## config.mk

```make
export PLATFORM = sky130hd
export DESIGN_NAME = result_unpacker_256_flat
export DESIGN_NICKNAME = d
export VERILOG_FILES = /design/src/rtl/result_unpacker_256_if.sv /design/src/rtl/result_unpacker_256.sv /design/src/flat_wrapper.sv
export SDC_FILE = /design/constraint.sdc
export NUM_CORES = 1
export LEC_CHECK = 0
export BUFFER_PORTS_ARGS = -buffer_cell sky130_fd_sc_hd__buf_4
export CORE_MARGIN = 4
export CORE_UTILIZATION = 50
export CTS_CLUSTER_SIZE = 8
export DETAILED_ROUTE_END_ITERATION = 16
export PLACE_DENSITY_LB_ADDON = 0.25
export SYNTH_ARGS = -nofsm -noshare
export SYNTH_HDL_FRONTEND = slang
export SYNTH_SLANG_ARGS = --single-unit
```

## constraint.sdc

```tcl
create_clock -name clk -period 5.3 [get_ports clk]
set_input_delay 0.53 -clock clk [delete_from_list [all_inputs] [get_ports clk]]
set_output_delay 0.53 -clock clk [all_outputs]
set_load 0.01 [all_outputs]
```

## src/rtl/result_unpacker_256_if.sv

```systemverilog
// rtl/result_unpacker_256_if.sv - result-BRAM read port and packed output stream of the result unpacker
interface result_unpacker_256_if;
    logic        rd_en;
    logic [9:0]  rd_addr;
    logic [15:0] rd_data;
    logic        out_valid;
    logic        out_ready;
    logic [63:0] out_data;
    logic        out_last;

    modport master (
        output rd_en, rd_addr, out_valid, out_data, out_last,
        input  rd_data, out_ready
    );

    modport slave (
        input  rd_en, rd_addr, out_valid, out_data, out_last,
        output rd_data, out_ready
    );
endinterface

```

## src/rtl/result_unpacker_256.sv

```systemverilog
// rtl/result_unpacker_256.sv - reads 16-bit result coefficients from BRAM and packs four per 64-bit stream word
// NEGACYCLIC_REDUCE_EN: emit c[i]-c[i+256] as 64 words instead of raw c[0..511] as 128 words
module result_unpacker_256 (
    input  logic                  clk,
    input  logic                  resetn,
    input  logic                  start,
    output logic                  busy,
    output logic                  done,
    result_unpacker_256_if.master bus
);
`ifdef NEGACYCLIC_REDUCE_EN
    localparam int         PW        = 3;
    localparam logic [6:0] LAST_WORD = 7'd63;
`else
    localparam int         PW        = 2;
    localparam logic [6:0] LAST_WORD = 7'd127;
`endif

    typedef enum logic [1:0] {IDLE, READ, DRAIN, HOLD} state_t;

    state_t         state;
    logic [8:0]     rcnt;
    logic [6:0]     wcnt;
    logic           pending;
    logic           cap_en;
    logic [PW-1:0]  cap_pos;
    logic [63:0]    acc;
    logic [63:0]    acc_next;
    logic           rd_en_r;
    logic [9:0]     rd_addr_r;
    logic           out_valid_r;
    logic           out_last_r;
    logic [63:0]    out_data_r;
`ifdef NEGACYCLIC_REDUCE_EN
    logic [15:0]    lo;
`endif

    // Read counter to BRAM address; in reduce mode bit 0 selects the upper-half partner
    function automatic logic [9:0] addr_of(input logic [8:0] cnt);
        logic [8:0] idx;
`ifdef NEGACYCLIC_REDUCE_EN
        idx = {cnt[0], cnt[8:1]};
`else
        idx = cnt;
`endif
        return {1'b1, idx[8], idx[5:0], idx[7:6]};
    endfunction

    logic word_end, hs, out_free, last_word;
    assign word_end  = &rcnt[PW-1:0];
    assign hs        = out_valid_r & bus.out_ready;
    assign out_free  = ~out_valid_r | hs;
    assign last_word = (wcnt == LAST_WORD);

    assign bus.rd_en     = rd_en_r;
    assign bus.rd_addr   = rd_addr_r;
    assign bus.out_valid = out_valid_r;
    assign bus.out_data  = out_data_r;
    assign bus.out_last  = out_last_r;

    // Word being assembled including the coefficient arriving this cycle
    always_comb begin
        acc_next = acc;
        if (cap_en) begin
`ifdef NEGACYCLIC_REDUCE_EN
            if (cap_pos[0])
                acc_next[{cap_pos[2:1], 4'b0} +: 16] = lo - bus.rd_data;
`else
            acc_next[{cap_pos, 4'b0} +: 16] = bus.rd_data;
`endif
        end
    end

    always_ff @(posedge clk) begin
        if (!resetn) begin
            state       <= IDLE;
            busy        <= 1'b0;
            done        <= 1'b0;
            rcnt        <= '0;
            wcnt        <= '0;
            pending     <= 1'b0;
            cap_en      <= 1'b0;
            cap_pos     <= '0;
            acc         <= '0;
            rd_en_r     <= 1'b0;
            rd_addr_r   <= '0;
            out_valid_r <= 1'b0;
            out_last_r  <= 1'b0;
            out_data_r  <= '0;
`ifdef NEGACYCLIC_REDUCE_EN
            lo          <= '0;
`endif
        end else begin
            done    <= 1'b0;
            cap_en  <= rd_en_r;
            cap_pos <= rcnt[PW-1:0];
            acc     <= acc_next;
`ifdef NEGACYCLIC_REDUCE_EN
            if (cap_en && !cap_pos[0])
                lo <= bus.rd_data;
`endif
            if (hs) begin
                out_valid_r <= 1'b0;
                out_last_r  <= 1'b0;
            end
            case (state)
                IDLE: begin
                    if (start) begin
                        state     <= READ;
                        busy      <= 1'b1;
                        rcnt      <= '0;
                        wcnt      <= '0;
                        pending   <= 1'b0;
                        rd_en_r   <= 1'b1;
                        rd_addr_r <= addr_of(9'd0);
                    end
                end
                READ: begin
                    rcnt <= rcnt + 9'd1;
                    if (word_end) begin
                        state   <= DRAIN;
                        rd_en_r <= 1'b0;
                    end else begin
                        rd_addr_r <= addr_of(rcnt + 9'd1);
                    end
                end
                DRAIN: begin
                    if (out_free) begin
                        out_valid_r <= 1'b1;
                        out_data_r  <= acc_next;
                        out_last_r  <= last_word;
                        wcnt        <= wcnt + 7'd1;
                        if (last_word) begin
                            state <= HOLD;
                        end else begin
                            state     <= READ;
                            rd_en_r   <= 1'b1;
                            rd_addr_r <= addr_of(rcnt);
                        end
                    end else begin
                        state   <= HOLD;
                        pending <= 1'b1;
                    end
                end
                HOLD: begin
                    if (hs) begin
                        if (pending) begin
                            pending     <= 1'b0;
                            out_valid_r <= 1'b1;
                            out_data_r  <= acc;
                            out_last_r  <= last_word;
                            wcnt        <= wcnt + 7'd1;
                            if (!last_word) begin
                                state     <= READ;
                                rd_en_r   <= 1'b1;
                                rd_addr_r <= addr_of(rcnt);
                            end
                        end else begin
                            // handshake of the final word closes the stream
                            state <= IDLE;
                            busy  <= 1'b0;
                            done  <= 1'b1;
                        end
                    end
                end
                default: state <= IDLE;
            endcase
        end
    end
endmodule
```

## src/flat_wrapper.sv

```systemverilog
// flat-port wrapper written by rule: the top's interface ports become plain ports
module result_unpacker_256_flat 
  (clk, resetn, start, busy, done, bus_rd_en, bus_rd_addr, bus_out_valid, bus_out_data, bus_out_last, bus_rd_data, bus_out_ready);
  result_unpacker_256_if bus_i ();
  input  logic clk;
  input  logic resetn;
  input  logic start;
  output logic busy;
  output logic done;
  output wire logic [$bits(bus_i.rd_en)-1:0] bus_rd_en;
  output wire logic [$bits(bus_i.rd_addr)-1:0] bus_rd_addr;
  output wire logic [$bits(bus_i.out_valid)-1:0] bus_out_valid;
  output wire logic [$bits(bus_i.out_data)-1:0] bus_out_data;
  output wire logic [$bits(bus_i.out_last)-1:0] bus_out_last;
  input wire logic [$bits(bus_i.rd_data)-1:0] bus_rd_data;
  input wire logic [$bits(bus_i.out_ready)-1:0] bus_out_ready;
  assign bus_rd_en = bus_i.rd_en;
  assign bus_rd_addr = bus_i.rd_addr;
  assign bus_out_valid = bus_i.out_valid;
  assign bus_out_data = bus_i.out_data;
  assign bus_out_last = bus_i.out_last;
  assign bus_i.rd_data = bus_rd_data;
  assign bus_i.out_ready = bus_out_ready;
  result_unpacker_256 u_core (.clk(clk), .resetn(resetn), .start(start), .busy(busy), .done(done), .bus(bus_i));
endmodule
```

* Yosys cells after proc, flatten, opt, wreduce, memory -nomap -nowiden
Cells that the tools add are included.
** Storage, ports and cells
- Input bits :: 20
- Flip-flop bits (word level) :: 165
- Output and inout port bits :: 79
- Logic and storage cells :: 103
** Cells by class
- Equal/unequal tests :: 13
- Add/subtract/negate cells :: 3
- Bitwise operators :: 3
- Shift-type cells :: 2
- Reductions and logical operators :: 15
- Mux-type cells :: 53
** Operators by type and width (count)
- 64-bit 2-to-1 mux :: 4
- 64-bit one-hot mux with 2 select lines :: 1
- 64-bit bitwise mux :: 1
- 16-bit by 8-bit variable shift with 64-bit output (first input constant) :: 1
- 16-bit by 8-bit variable part select with 64-bit output :: 1
- 10-bit 2-to-1 mux :: 6
- 10-bit one-hot mux with 4 select lines :: 1
- 7-bit 2-to-1 mux :: 4
- 7-bit one-hot mux with 3 select lines :: 1
- 1-bit 2-to-1 mux :: 20
- 9-bit one-hot mux with 2 select lines :: 1
- 4-bit AND reduction :: 4
- 5-bit AND reduction :: 3
- 2-bit 2-to-1 mux :: 7
- 9-bit by 1-bit adder with 9-bit output (second input constant) :: 1
- 9-bit 2-to-1 mux :: 1
- 2-bit by 1-bit != test with 1-bit output (second input constant) :: 4
- 2-bit != test (second input constant) :: 4
- 6-bit negator with 8-bit output :: 1
- 2-bit one-hot mux with 4 select lines :: 1
- 7-bit by 1-bit adder with 7-bit output (second input constant) :: 1
- 7-bit equality test (second input constant) :: 1
- 1-bit one-hot mux with 2 select lines :: 3
- 2-bit nonzero test :: 3
- other kinds (12) :: 14

* Depth between registers and ports, before layout
- Depth after elaboration :: 6
- Depth in mapped cells :: 10
- Gate-level depth less buffers :: 7

* Worst setup path before layout
No wires, ideal clock.
- Kind :: flip-flop to flip-flop
- From :: register u_core.cap_pos[0]
- To :: register u_core.out_data_r[53], in the netlist u_core.bus.out_data[53]
- Data required time :: 5.180 ns
- Arrival :: 1.997 ns
- Clock period less this slack :: 2.117 ns
- Slack :: 3.183 ns
- Setup time :: 0.120 ns
- Cell stages (with the launch flop) :: 10
- Path buffers :: 3
- Cells stage by stage :: dfxtp_1 inv_1 ha_1 and4b_1 buf_6 and2_4 buf_6 buf_6 a221oi_2 nor2_1
** On the way
- Word-level cells in the longest chain between the ends :: 6
- Elaborated cells between the ends (all ways) :: 7
- Those cells by class :: 1 x add/sub; 2 x shift; 4 x mux
** Ends and longest elaborated chain
- start: declaration :: line result_unpacker_256.sv:26 : logic [PW-1:0] cap_pos;
- start signal: assignment :: line result_unpacker_256.sv:96 : cap_pos <= rcnt[PW-1:0];
- 6-bit negator with 8-bit output * :: line result_unpacker_256.sv:69 : acc_next[{cap_pos, 4'b0} +: 16] = bus.rd_data;
- 16-bit by 8-bit variable part select with 64-bit output or 16-bit by 8-bit variable shift with 64-bit output (tied branches) :: line result_unpacker_256.sv:69
- 64-bit bitwise mux * :: line result_unpacker_256.sv:69
- 64-bit 2-to-1 mux * :: line result_unpacker_256.sv:64 : if (cap_en) begin
- 64-bit 2-to-1 mux * :: line result_unpacker_256.sv:128 : if (out_free) begin
- 64-bit one-hot mux with 2 select lines * :: line result_unpacker_256.sv:106 : case (state)
- end signal: assignment :: line result_unpacker_256.sv:130 : out_data_r <= acc_next;
- end: declaration :: line result_unpacker_256.sv:33 : logic [63:0] out_data_r;
Mark *: on every way between the ends. The rest lies on a longest branch, timed or not. The select of a mux whose other input is x is not followed.
A chain may end at the register's enable or synchronous reset.

* Worst setup path after layout
- From :: register u_core.cap_pos[0]
- To :: register u_core.out_data_r[10], in the netlist u_core.bus.out_data[10]
The elaborated chain is that of the path after synthesis.

==> out/metrics.yaml <==
pwr:
  power_density_nw_per_um2: 327.5
  power_switching_uw: 597.1
  p_int_uw: 2036
  swShare: 0.2268
  ir_worst_vdd_mv: 0.2275
  clockPowerShare: 0.461
  pwr-share-seq: 0.484
  combinationalPowerShare: 0.054
  p_leak_uw: 0.003150
yosys:
  syn_nets: 773
  synth_edf_count: 0
  yosysWarningCount: 0
  synth.distinct_cells: 51
  synth_area_um2: 6785
  ys_ff_latch: 165
  synth-seq-area-share: 0.4868
  syn_area_per_cell_um2: 9.096
  async_flop_share: 0
  synth_flop_cell: "dfxtp_1"
  synth_cells: 746
routing:
  dr.first_iter.drc_count: 700
  wl_per_cell_um: 18.29
  ant_nets: 0
  wl_mm: 18.15
  dr.pass1.iters: 6
  via_per_inst: 6.157
  vias: 6108
  drc: 0
timing:
  finalSetupViolations: 0
  rsz0062_at_grt: "no"
  finalClockSkew_ns: 0.007790
  relSlewSlack: 0.2498
  finalCritPeriodShare: 0.5607
  setup_tns_ns: 0
  max_freq_mhz: 336.5
  finalHoldViolCount: 0
  period_minus_slack_ns: 2.972
  slew_violations: 0
  fin_ws_ns: 2.328
  max_slew.worst_pin.slew_ns: 1.125
layout:
  drive_gt1_frac: 0.1985
  fin_nets: 830
  final_common_cell: "dfxtp_1"
  syn_to_final_growth_pct: 18.48
  utilization: 0.6070
  fin_area_um2: 8039
  diodes: 0
  num-fill-cells: 1137
  final_cell_mix: "dfxtp_1, nor2_1, buf_4, a22oi_1, o21ai_0"
critical_path:
  end_kind: "flop"
  critPathArrivalTime_ns: 3.33
  worstSetupStartpointType: "flop"
  cp_max_fo: 17
  cp.required_ns: 5.66
  crit_type: "reg -> reg"
clock_network:
  cts_setup_buffers: 0
  numCtsBuffers: 17
  tritoncts: "yes"
  post_cts_resized: 0
  ctsHoldBuffers: 0
  clkLatencyLatePin_ns: 0.42
  cts-root-buf: "clkbuf_16"
  clk_path_buf_depth: 2
  htreeDepth: 4
  cts.sinks: 165
  clk_pin_slew_worst_paths_ns: 0.06
global_routing:
  grt_max_degree: 88
  antenna_found_initial: 0
  grt_use_total: 0.2286
  grt_pass1_wl_mm: 29.59
  grt_pass1_vias: 5762
  grt_remaining_overflow: 0
floorplan:
  die_y_um: 124.5
  ios: 99
  die_x_um: 124.5
  rows: 42
  core_um2: 13240
  dieArea_um2: 15500
  initial_core_util: 0.5124
run_status:
  outcome: "complete, no violations"
place:
  hpwlAfterDp_mm: 11.63
  dpl-instance-area_um2: 7458
  gp_congestion: 0.8335
  numPortBuffers: 98
  dp_slack_ns: 2.391
run:
  drv_cap: 0
hold_path:
  hp-class: "in -> reg"
worst paths after layout:
path	startpoint	to	slack [ns]	cells after the start
worst min register to register	u_core.bus.out_data[44]$_SDFFE_PN0P_	u_core.bus.out_data[44]$_SDFFE_PN0P_	0.46	2
worst max register to register	u_core.cap_pos[0]$_SDFF_PN0_	u_core.bus.out_data[10]$_SDFFE_PN0P_	2.33	7
worst max-delay path	u_core.cap_pos[0]$_SDFF_PN0_	u_core.bus.out_data[10]$_SDFFE_PN0P_	2.33	7
worst min-delay path	bus_rd_data[0]	u_core.acc[0]$_SDFF_PN0_	0.43	3
cells by family after synthesis:
logic type               Yosys count  synth area share
AND/OR/NAND/NOR                  251            0.1711
AO/OA/AOI/OAI                    247            0.2698
flip-flops                       165            0.4868
buffers and inverters             68           0.04868
XOR/XNOR                           7          0.009036
adder cells (fa/ha/maj)            7           0.01291
multiplexers                       1          0.001659
flip-flops by register name, summed over array words and instances (netlist names):
signal,cells
u_core.acc,64
u_core.bus.out_data,64
u_core.bus.rd_addr,10
u_core.rcnt,9
u_core.wcnt,7
u_core.cap_pos,2
u_core.state,2
u_core.bus.out_last,1
u_core.bus.out_valid,1
u_core.bus.rd_en,1
u_core.busy,1
u_core.cap_en,1
u_core.done,1
u_core.pending,1
synthesized netlist by cell type, types with 2 or more instances:
master      n  area [um^2]
a211oi_1    5        37.54
a21oi_1    15        75.07
a221oi_1   28        245.2
a221oi_2   20        300.3
a22oi_1    67        503.0
a311oi_1    5        43.79
a31oi_1     6        37.54
and2_1     22        137.6
and2_4      2        17.52
buf_1       3        11.26
buf_2       9        45.04
buf_6       8        90.09
clkbuf_1   42        157.7
dfxtp_1   165         3303
ha_1        7        87.58
inv_1       4        15.01
nand2_1    29        108.9
nand2b_1    3        18.77
nand3_1    27        135.1
nand4_1     3        18.77
nor2_1    140        525.5
nor2b_1     5        31.28
nor3_1      8        40.04
nor4_1      3        18.77
nor4b_4     2        47.55
o211ai_1   17        127.6
o21a_1      2        15.01
o21ai_0    55        275.3
o21ai_1    17        85.08
xnor2_1     2        17.52
xor2_1      5        43.79
per-stage QoR:
step           power, uW  std cells  hold slack (ns)
2_1_floorplan       1381        746           0.4611
3_3_place_gp        1439        960           0.4518
3_5_place_dp        1443        960           0.4568
4_1_cts             2644        992           0.4225
5_1_grt             2710        992           0.4434
6_report            2633        992           0.4310
layout make-up:
type	instances	area, um^2	share of cell area
multi-input combinational	513	3158	0.3928
tap	176	220.2	0.02739
clock buffer	24	481.7	0.05992
clock inverter	8	98.84	0.01230
inverter	5	18.77	0.002335
timing repair buffer	101	758.2	0.09432
sequential	165	3303	0.4109
power groups by stage:
stage	combinational, uW	clock, uW	sequential [uW]
final	143	1210	1280
after global routing	155	1280	1280
after CTS	142	1230	1280
after detailed placement	141	0	1300
after global placement	138	0	1300
after floorplan	81.6	0	1300
metal layers:
| layer | track usage | routed length [um] | share of wire | vias to the layer above |
|---|---|---|---|---|
| met5 | 0 | 0 | 0 | - |
| met2 | 0.3441 | 8221 | 0.45 | 241 |
| met1 | 0.3189 | 8398 | 0.46 | 2973 |
| li1 | - | - | - | 2852 |
| met3 | 0.04545 | 1135 | 0.063 | 42 |
| met4 | 0.09865 | 390 | 0.021 | 0 |
critical path: stages (launching register included):
cell and delay, ns:
dfxtp_1 0.40, inv_1 0.16, ha_1 0.26, nand2_2 0.26
nor4b_4 0.82, and2_1 0.63, a221oi_1 0.22, nor2_1 0.15
Power figures use the tool's default switching activity.
